File: config.mk
export PLATFORM = sky130hd
export DESIGN_NAME = imm_ext_fifo
export DESIGN_NICKNAME = d
export VERILOG_FILES = /design/src/rtl/imm_ext_fifo.sv
export SDC_FILE = /design/constraint.sdc
export NUM_CORES = 1
export LEC_CHECK = 0
export CORE_ASPECT_RATIO = 0.75
export CORE_MARGIN = 1
export CORE_UTILIZATION = 50
export CTS_CLUSTER_DIAMETER = 50
export CTS_CLUSTER_SIZE = 16
export DETAILED_ROUTE_END_ITERATION = 12
export PLACE_DENSITY_LB_ADDON = 0.08
export SLEW_MARGIN = 20
export SYNTH_ARGS = -nofsm -noshare
export SYNTH_HDL_FRONTEND = slang
export SYNTH_SLANG_ARGS = --single-unit
File: constraint.sdc
create_clock -name clk -period 4 [get_ports clk]
set_input_delay 0.8 -clock clk [delete_from_list [all_inputs] [get_ports clk]]
set_output_delay 0.8 -clock clk [all_outputs]
set_load 0.02 [all_outputs]
File: src/rtl/imm_ext_fifo.sv
// LEGv8 immediate extractor/extender feeding a DEPTH-entry circular output buffer.
// Optional IMM_EXT_MOVW_EN: fmt 4 (IW) applies the 16*hw shift from instr[22:21].
module imm_ext_fifo #(
  parameter int DATA_W = 64,
  parameter int DEPTH  = 2
) (
  input  logic                       clk,
  input  logic                       reset,
  input  logic                       in_valid,
  output logic                       in_ready,
  input  logic [31:0]                instr,
  input  logic [2:0]                 fmt,
  output logic                       out_valid,
  input  logic                       out_ready,
  output logic [DATA_W-1:0]          imm_out,
  output logic                       imm_err,
  output logic [$clog2(DEPTH):0]     occupancy,
  output logic [7:0]                 err_cnt
);

  localparam int AW = $clog2(DEPTH);
  localparam int OW = AW + 1;

  logic [63:0]       ext64;
  logic              illegal;
  logic [DATA_W-1:0] imm_ext;
  logic              push;
  logic              pop;
  logic [AW-1:0]     wptr;
  logic [AW-1:0]     rptr;
  logic [DATA_W-1:0] mem     [DEPTH];
  logic              err_mem [DEPTH];
  logic              unused_instr;

  // Sign rule is applied on the raw field before the word shift.
  always_comb begin
    ext64   = '0;
    illegal = 1'b0;
    case (fmt)
      3'd0: ext64 = {52'd0, instr[21:10]};
      3'd1: ext64 = {{55{instr[20]}}, instr[20:12]};
      3'd2: ext64 = {{36{instr[25]}}, instr[25:0], 2'b00};
      3'd3: ext64 = {{43{instr[23]}}, instr[23:5], 2'b00};
`ifdef IMM_EXT_MOVW_EN
      3'd4: ext64 = {48'd0, instr[20:5]} << {instr[22:21], 4'b0000};
`else
      3'd4: ext64 = {48'd0, instr[20:5]};
`endif
      3'd5: ext64 = {55'd0, instr[20:12]};
      default: illegal = 1'b1;
    endcase
  end

  assign imm_ext      = ext64[DATA_W-1:0];
  assign unused_instr = ^instr;

  // Full blocks pushes regardless of a same-cycle pop, keeping out_ready off in_ready.
  assign in_ready  = (occupancy != OW'(DEPTH));
  assign out_valid = (occupancy != '0);
  assign push      = in_valid && in_ready;
  assign pop       = out_valid && out_ready;
  assign imm_out   = mem[rptr];
  assign imm_err   = err_mem[rptr];

  always_ff @(posedge clk or posedge reset) begin
    if (reset) begin
      wptr      <= '0;
      rptr      <= '0;
      occupancy <= '0;
      err_cnt   <= '0;
      for (int i = 0; i < DEPTH; i++) begin
        mem[i]     <= '0;
        err_mem[i] <= 1'b0;
      end
    end else begin
      if (push) begin
        mem[wptr]     <= imm_ext;
        err_mem[wptr] <= illegal;
        wptr          <= wptr + 1'b1;
        if (illegal && err_cnt != 8'hFF)
          err_cnt <= err_cnt + 8'd1;
      end
      if (pop)
        rptr <= rptr + 1'b1;
      case ({push, pop})
        2'b10:   occupancy <= occupancy + 1'b1;
        2'b01:   occupancy <= occupancy - 1'b1;
        default: occupancy <= occupancy;
      endcase
    end
  end

endmodule

==> summary.txt, run 1 <==
Die
  • Chip height: 82.4 um
  • Core ar.: ~0.0081 mm^2
  • Standard-cell rows: 28
  • I/O Pins: between 100 and 150
  • Die width: 109 um
  • Initial Util: a little over half
  • Die ar.: 0.00899 mm^2

Place
  • Final HPWL from detailed placement: between 6000 and 7000 um
  • I/O Buffers: between 100 and 150
  • Placer Congestion: roughly 0.86
  • Dpl ws: around 0.95 ns

Global route
  • GRT Overall Usage: about 23%
  • GR Util met3: about 6.0%
  • Vias in the first global route: 2,934
  • Total grt overflow: 0
  • Met2 GRT Util: 31.8%
  • Busiest grt layer: met1
  • First-pass GRT wire length: 15,100 um
  • Met1 Resource Use GR: between 30% and 40%
  • Initial antenna violation count: 0
  • Largest net degree at the start of global routing: 55

Timing
  • Fin crit share: around four fifths
  • Fmax: between 300 and 400 MHz
  • Slew @ Worst Pin: 0.777 ns
  • RSZ-0062 raised after global routing: no
  • Max-slew violation count: 0
  • Hold_ws: approximately 0.48 ns
  • Rel. slew slack: 48.0%
  • Final Hold Violating Endpoints: 0
  • Period minus WS final: around 3.2 ns
  • Setup TNS: 0 ns
  • Post-route setup slack: between 0.8 and 0.9 ns
  • Final setup viols: 0
  • Clk_skew: between 0.005 and 0.006 ns

Synth
  • Fraction of registers with async set/reset: 100%
  • Syn Nets: ~430
  • Yosys Warn Count: 0
  • Most area-consuming cells after synthesis: dfrtp_1, mux2_2, buf_4
  • Main flop type after synthesis: dfrtp_1
  • Post-Synthesis Cells: between 300 and 400
  • Top-area cell type share of the netlist area: roughly 40%
  • Syn Area/Cell: 11.2 um^2
  • Seq cells post-synth: 70
  • Sequential-to-total area share from yosys stat: between 40% and 50%
  • Netlist cell types: 52
  • Yosys top cell by area: dfrtp_1
  • Number of synthesized flops with an enable pin: 0
  • Post-Synthesis Cell Area: ~0.0043 mm^2

Detailed routing
  • Detail Route Antenna Nets: 0
  • 1st-iter DRT viols: 143
  • DR vias/cell: approximately 5.5
  • First-pass detailed-route iteration total: 4
  • Via count: just over 3,000
  • Total wire length: 9660 um
  • Average wire per standard cell: roughly 17 um
  • DR DRC count: 0

Critical path
  • Worst EP arrival: between 2 and 2.5 ns
  • Worst path cell trace: mux2_2, clkdlybuf4s50_1
  • Largest stage delay, worst path: 0.72 ns
  • CP max stage cell: clkdlybuf4s50_1
  • Nature of the critical path startpoint: flop
  • Req. time, crit path: 3.20 ns
  • CP Class: reg -> out
  • CP max FO: 37
  • Crit path capture type: primary output
  • Worst Reg-to-Reg Cells: 5

Power and ir drop
  • Total power draw: 0.00464 W
  • Power per cell area: 849 mW/mm^2
  • Max VDD drop: approximately 0.58 mV
  • Leak Pwr: between 2 and 2.5 nW

Finish
  • Commonest non-fill, non-tap cells in the layout: clkdlybuf4s50_1, dfrtp_1, mux2_2
  • # diodes: 0
  • Layout Utilization: between 60% and 70%
  • Share of post-route cells with drive strength above 1: a little over a quarter
  • Most common cell after layout, fill and taps aside: clkdlybuf4s50_1
  • Area growth syn-to-layout: 26.8%
  • Fin nets: between 400 and 500

Clock tree
  • Clock Pin Slew Worst Setup and Hold Paths: 0.06 ns
  • H-tree levels: 3
  • CTS tree: built
  • # resized after CTS: 0
  • Num CTS Buffers: 9
  • TritonCTS Sinks: 70
  • Worst-Skew Late Latency: between 0.3 and 0.4 ns
  • Post-CTS setup buffers: 0
  • CTS hold repair buffers: 0
  • Root buf cell: clkbuf_16
  • Max clock buf depth: 2

Hold path
  • HP Class: reg -> reg
  • Worst hold stages: 2

Run
  • Max-cap violation count: 0

Run status
  • Run status: completed
-- cells in the mapped netlist (2+ instances only) --
| library cell | instances |
|---|---|
| mux2_4 | 15 |
| xnor2_1 | 4 |
| mux2_2 | 65 |
| nand2_1 | 29 |
| nand2b_1 | 2 |
| buf_2 | 6 |
| dfrtp_1 | 70 |
| and3_1 | 3 |
| a21oi_2 | 5 |
| nor2_1 | 17 |
| ha_1 | 2 |
| a21oi_1 | 18 |
| mux2i_1 | 16 |
| nand3_1 | 6 |
| buf_4 | 40 |
| nand4_1 | 2 |
| a311oi_1 | 5 |
| inv_1 | 4 |
| nor3_1 | 2 |
| o2bb2ai_1 | 7 |
| o21ai_1 | 15 |
| buf_6 | 7 |
| xor2_1 | 3 |
| a22o_1 | 3 |
| o21ai_0 | 10 |
| clkbuf_1 | 4 |
-- logic make-up after synthesis --
kind of cell	Yosys count	share of synthesized area, %
AO/OA/AOI/OAI	70	10.5
adder cells (fa/ha/maj)	2	0.581
multiplexers	97	26.2
AND/OR/NAND/NOR	76	9.82
XOR/XNOR	7	1.42
flip-flops	70	40.7
buffers and inverters	64	10.8
-- worst max-delay path, delay by kind of cell (launching register included) --
kind	cells	cell delay, ns
buffers and inverters	1	0.72
flip-flops	1	0.70
multiplexers	1	0.63
-- cell type report --
| cell class | instances | area [um^2] |
|---|---|---|
| Multi-Input combinational cell | 252 | 2090 |
| Tap cell | 105 | 131 |
| Clock inverter | 5 | 82.6 |
| Clock buffer | 11 | 243 |
| Fill cell | 654 | 2660 |
| Timing Repair Buffer | 115 | 1140 |
| Inverter | 6 | 27.5 |
| Sequential cell | 70 | 1750 |
-- metrics by stage --
step           cells  instance area, um^2
6_report         564                 5460
5_1_grt          564                 5460
4_1_cts          564                 5460
3_5_place_dp     548                 5140
3_3_place_gp     548                 5140
2_1_floorplan    386                 4310
-- sequential cells by signal, summed over array words and instances, names as in the netlist --
| name | cells |
|---|---|
| err_cnt | 8 |
| err_mem | 2 |
| mem | 56 |
| occupancy | 2 |
| rptr | 1 |
| wptr | 1 |
-- routing by layer --
layer | share of wire (%) | wire (um) | vias to the layer above
li1 | - | - | 1469
met2 | 42 | 4110 | 85
met3 | 6.6 | 636 | 5
met1 | 50 | 4840 | 1515
met5 | 0 | 0 | -
met4 | 0.88 | 85 | 0
-- final timing paths --
path | startpoint | end | slack, ns
max | rptr | imm_out[36] | 0.80
min | mem[5] | mem[5] | 0.48
max reg2reg | occupancy[0] | mem[13] | 2.21
min reg2reg | mem[5] | mem[5] | 0.48
max in group asynchronous | reset | mem[10] | 2.38
min in group asynchronous | reset | mem[88] | 0.93
-- report_power, final --
group / switching (W) / leakage [nW] / internal [W]
logic: 0.00124 / 1.33 / 0.00130
clock network: 0.000292 / 0.160 / 0.000564
registers: 0.000216 / 0.904 / 0.00102
total: 0.00175 / 2.39 / 0.00289
(Power assumes the default switching activity.)
==> run 2: changes to the inputs <==
CORE_UTILIZATION = 44   (was 50)
clock period = 2.7 ns   (was 4 ns; I/O delays follow)
==> summary.txt, run 2 (same netlist as run 1, synthesis figures left out) <==
Run status
  • Run status: completed

Die
  • Core ar.: 0.00927 mm^2 (+14%)
  • Die width: 116 um (+6.5%)
  • Chip height: 87.7 um (+6.4%)
  • I/O Pins: 116 (unchanged)
  • Standard-cell rows: 30 (+7.1%)
  • Die ar.: 0.0102 mm^2 (+13%)
  • Initial Util: 46.5% (-6.5 points)

Clock tree
  • Root buf cell: clkbuf_16
  • CTS hold repair buffers: 0 (unchanged)
  • Num CTS Buffers: 9 (unchanged)
  • Max clock buf depth: 2 (unchanged)
  • CTS tree: built
  • Worst-Skew Late Latency: 0.33 ns (about the same)
  • TritonCTS Sinks: 70 (unchanged)
  • H-tree levels: 3 (unchanged)
  • Clock Pin Slew Worst Setup and Hold Paths: 0.05 ns (about the same)

Timing
  • Max-slew violation count: 0 (unchanged)
  • Fmax: around 400 MHz
  • Setup TNS: 0 ns (unchanged)
  • Fin crit share: 93.0%
  • Clk_skew: 0.00343 ns (-0.00243 ns)
  • Period minus WS final: around 2.5 ns
  • RSZ-0062 raised after global routing: no
  • Post-route setup slack: 0.189 ns (-0.612 ns)
  • Final setup viols: 0 (unchanged)
  • Slew @ Worst Pin: 0.700 ns (-0.0773 ns)
  • Rel. slew slack: 53.3% (+5.3 points)
  • Final Hold Violating Endpoints: 0 (unchanged)

Detailed routing
  • 1st-iter DRT viols: 215 (+50%)
  • DR DRC count: 0 (unchanged)
  • Total wire length: 9990 um (+3.4%)
  • DR vias/cell: 5.29 (-3.0%)
  • Via count: 3,113 (+1.3%)
  • Detail Route Antenna Nets: 0 (unchanged)
  • Average wire per standard cell: 17.0 um (-1.0%)
  • First-pass detailed-route iteration total: 4 (unchanged)

Power and ir drop
  • Clock share of power: 16.0% (-2.4 points)
  • Power per cell area: 1220 mW/mm^2 (+44%)
  • Comb power frac: 57.2% (+2.3 points)
  • Leak Pwr: 2.40 nW (+0.40%)
  • Reg power frac: 26.8% (+0.2 points)
  • Sw Pwr: 0.00258 W (+48%)
  • Sw Share: 38.4% (+0.63 points)
  • Internal power: 0.00415 W (+44%)
  • Max VDD drop: 0.722 mV (+25%)

Place
  • I/O Buffers: 109 (unchanged)
  • Dpl ws: 0.317 ns (-0.633 ns)
  • Placer Congestion: 0.860 (-0.42%)
  • Final HPWL from detailed placement: 6910 um (+1.3%)
  • Post-Place Cells: 574 (+4.7%)

Finish
  • # diodes: 0 (unchanged)
  • Commonest non-fill, non-tap cells in the layout: clkdlybuf4s50_1, dfrtp_1, mux2_2
  • Share of post-route cells with drive strength above 1: 26.0% (-0.11 points)
  • Area growth syn-to-layout: 27.9%
  • FILL cells: 818 (+25%)
  • Reg with most FFs: mem
  • Fin nets: 498 (+0.61%)
  • FF+latch area: 0.00175 mm^2 (unchanged)
  • Layout Utilization: 59.4% (-7.8 points)
  • Number of flip-flops in the largest register: 56 (unchanged)
  • Biggest regs: mem: 56 flops, err_cnt: 8 flops
  • Non-Filler Instances: 589 (+4.4%)
  • Multi-input logic area: 0.00210 mm^2 (+0.18%)
  • Most common cell after layout, fill and taps aside: clkdlybuf4s50_1

Critical path
  • CP max FO: 17 (-54%)
  • Worst EP arrival: 1.97 ns (-0.43 ns)
  • Worst Reg-to-Reg Cells: 6 (+1)
  • Crit path capture type: primary output
  • CP Class: reg -> out
  • R2R Setup Slk: 1.01 ns (-1.20 ns)
  • FF-to-FF End: occupancy[1]
  • Beginning of the worst register-to-register path: occupancy[0]
  • Req. time, crit path: 2.16 ns (-1.04 ns)
  • Nature of the critical path startpoint: flop

Global route
  • First-pass GRT wire length: 15,800 um (+4.4%)
  • Total grt overflow: 0 (unchanged)
  • Vias in the first global route: 3,029 (+3.2%)
  • GRT Overall Usage: 20.6% (-2.1 points)
  • Initial antenna violation count: 0 (unchanged)
  • Largest net degree at the start of global routing: 71 (+29%)

Run
  • Max-cap violation count: 0 (unchanged)

Hold path
  • HP Class: reg -> reg
  • Worst hold endpoint: mem[6]
  • Hold wc startpoint: mem[6]
  • Worst hold stages: 2 (unchanged)
run 2: worst max path at each step:
stage,startpoint,to,cells past startpoint
floorplan,reset,err_cnt[0],1
global placement,fmt[1],err_cnt[1],6
detailed placement,fmt[1],err_cnt[1],6
CTS,rptr,imm_out[38],2
global route,rptr,imm_out[1],3
finish,rptr,imm_out[22],3
run 2: final cells by class:
| type | instances | area share (%) |
|---|---|---|
| multi-input cells | 252 | 38.0 |
| inverters | 6 | 0.454 |
| clock buffers | 14 | 4.79 |
| clock inverters | 1 | 0.0908 |
| well taps | 128 | 2.91 |
| flip-flops and latches | 70 | 31.8 |
| repair buffers | 118 | 21.9 |
run 2: power groups by stage:
stage | registers [W] | clock network (W) | logic (W)
3_5_place_dp | 0.00181 | 0 | 0.00387
5_1_grt | 0.00187 | 0.00116 | 0.00410
3_3_place_gp | 0.00178 | 0 | 0.00382
4_1_cts | 0.00180 | 0.00111 | 0.00389
6_report | 0.00180 | 0.00108 | 0.00385
2_1_floorplan | 0.00179 | 0 | 0.00269
run 2: timing repair:
action	CTS	global route
gates resized for setup	0	1
setup endpoints to repair	0	37
buffers inserted	0	0
run 2: metal layers:
| layer | global-route usage [%] | vias up | part of all wire [%] |
|---|---|---|---|
| met3 | 5.26 | 10 | 8.0 |
| met5 | 0 | - | 0 |
| met4 | 6.41 | 0 | 1.2 |
| met1 | 29.6 | 1501 | 47 |
| met2 | 30.4 | 121 | 44 |
| li1 | - | 1481 | - |
run 2: critical path, cell delays in order, from the launching register on:
cell and delay, ns:
dfrtp_1 0.41, buf_4 0.30, mux2_2 0.39, clkdlybuf4s50_1 0.55
run 2: through the flow:
stage / instance area (um^2) / total power [W] / hold slack, ns
6_report: 5510 / 0.00673 / 0.474
5_1_grt: 5510 / 0.00712 / 0.506
4_1_cts: 5510 / 0.00680 / 0.477
3_5_place_dp: 5240 / 0.00568 / 0.465
3_3_place_gp: 5240 / 0.00560 / 0.459
2_1_floorplan: 4310 / 0.00448 / 0.444
==> run 3: changes to the inputs <==
CTS_CLUSTER_DIAMETER = 100   (was 50)
==> results of run 3 <==
The final DEF is identical to that of run 2; final timing and power are the same.
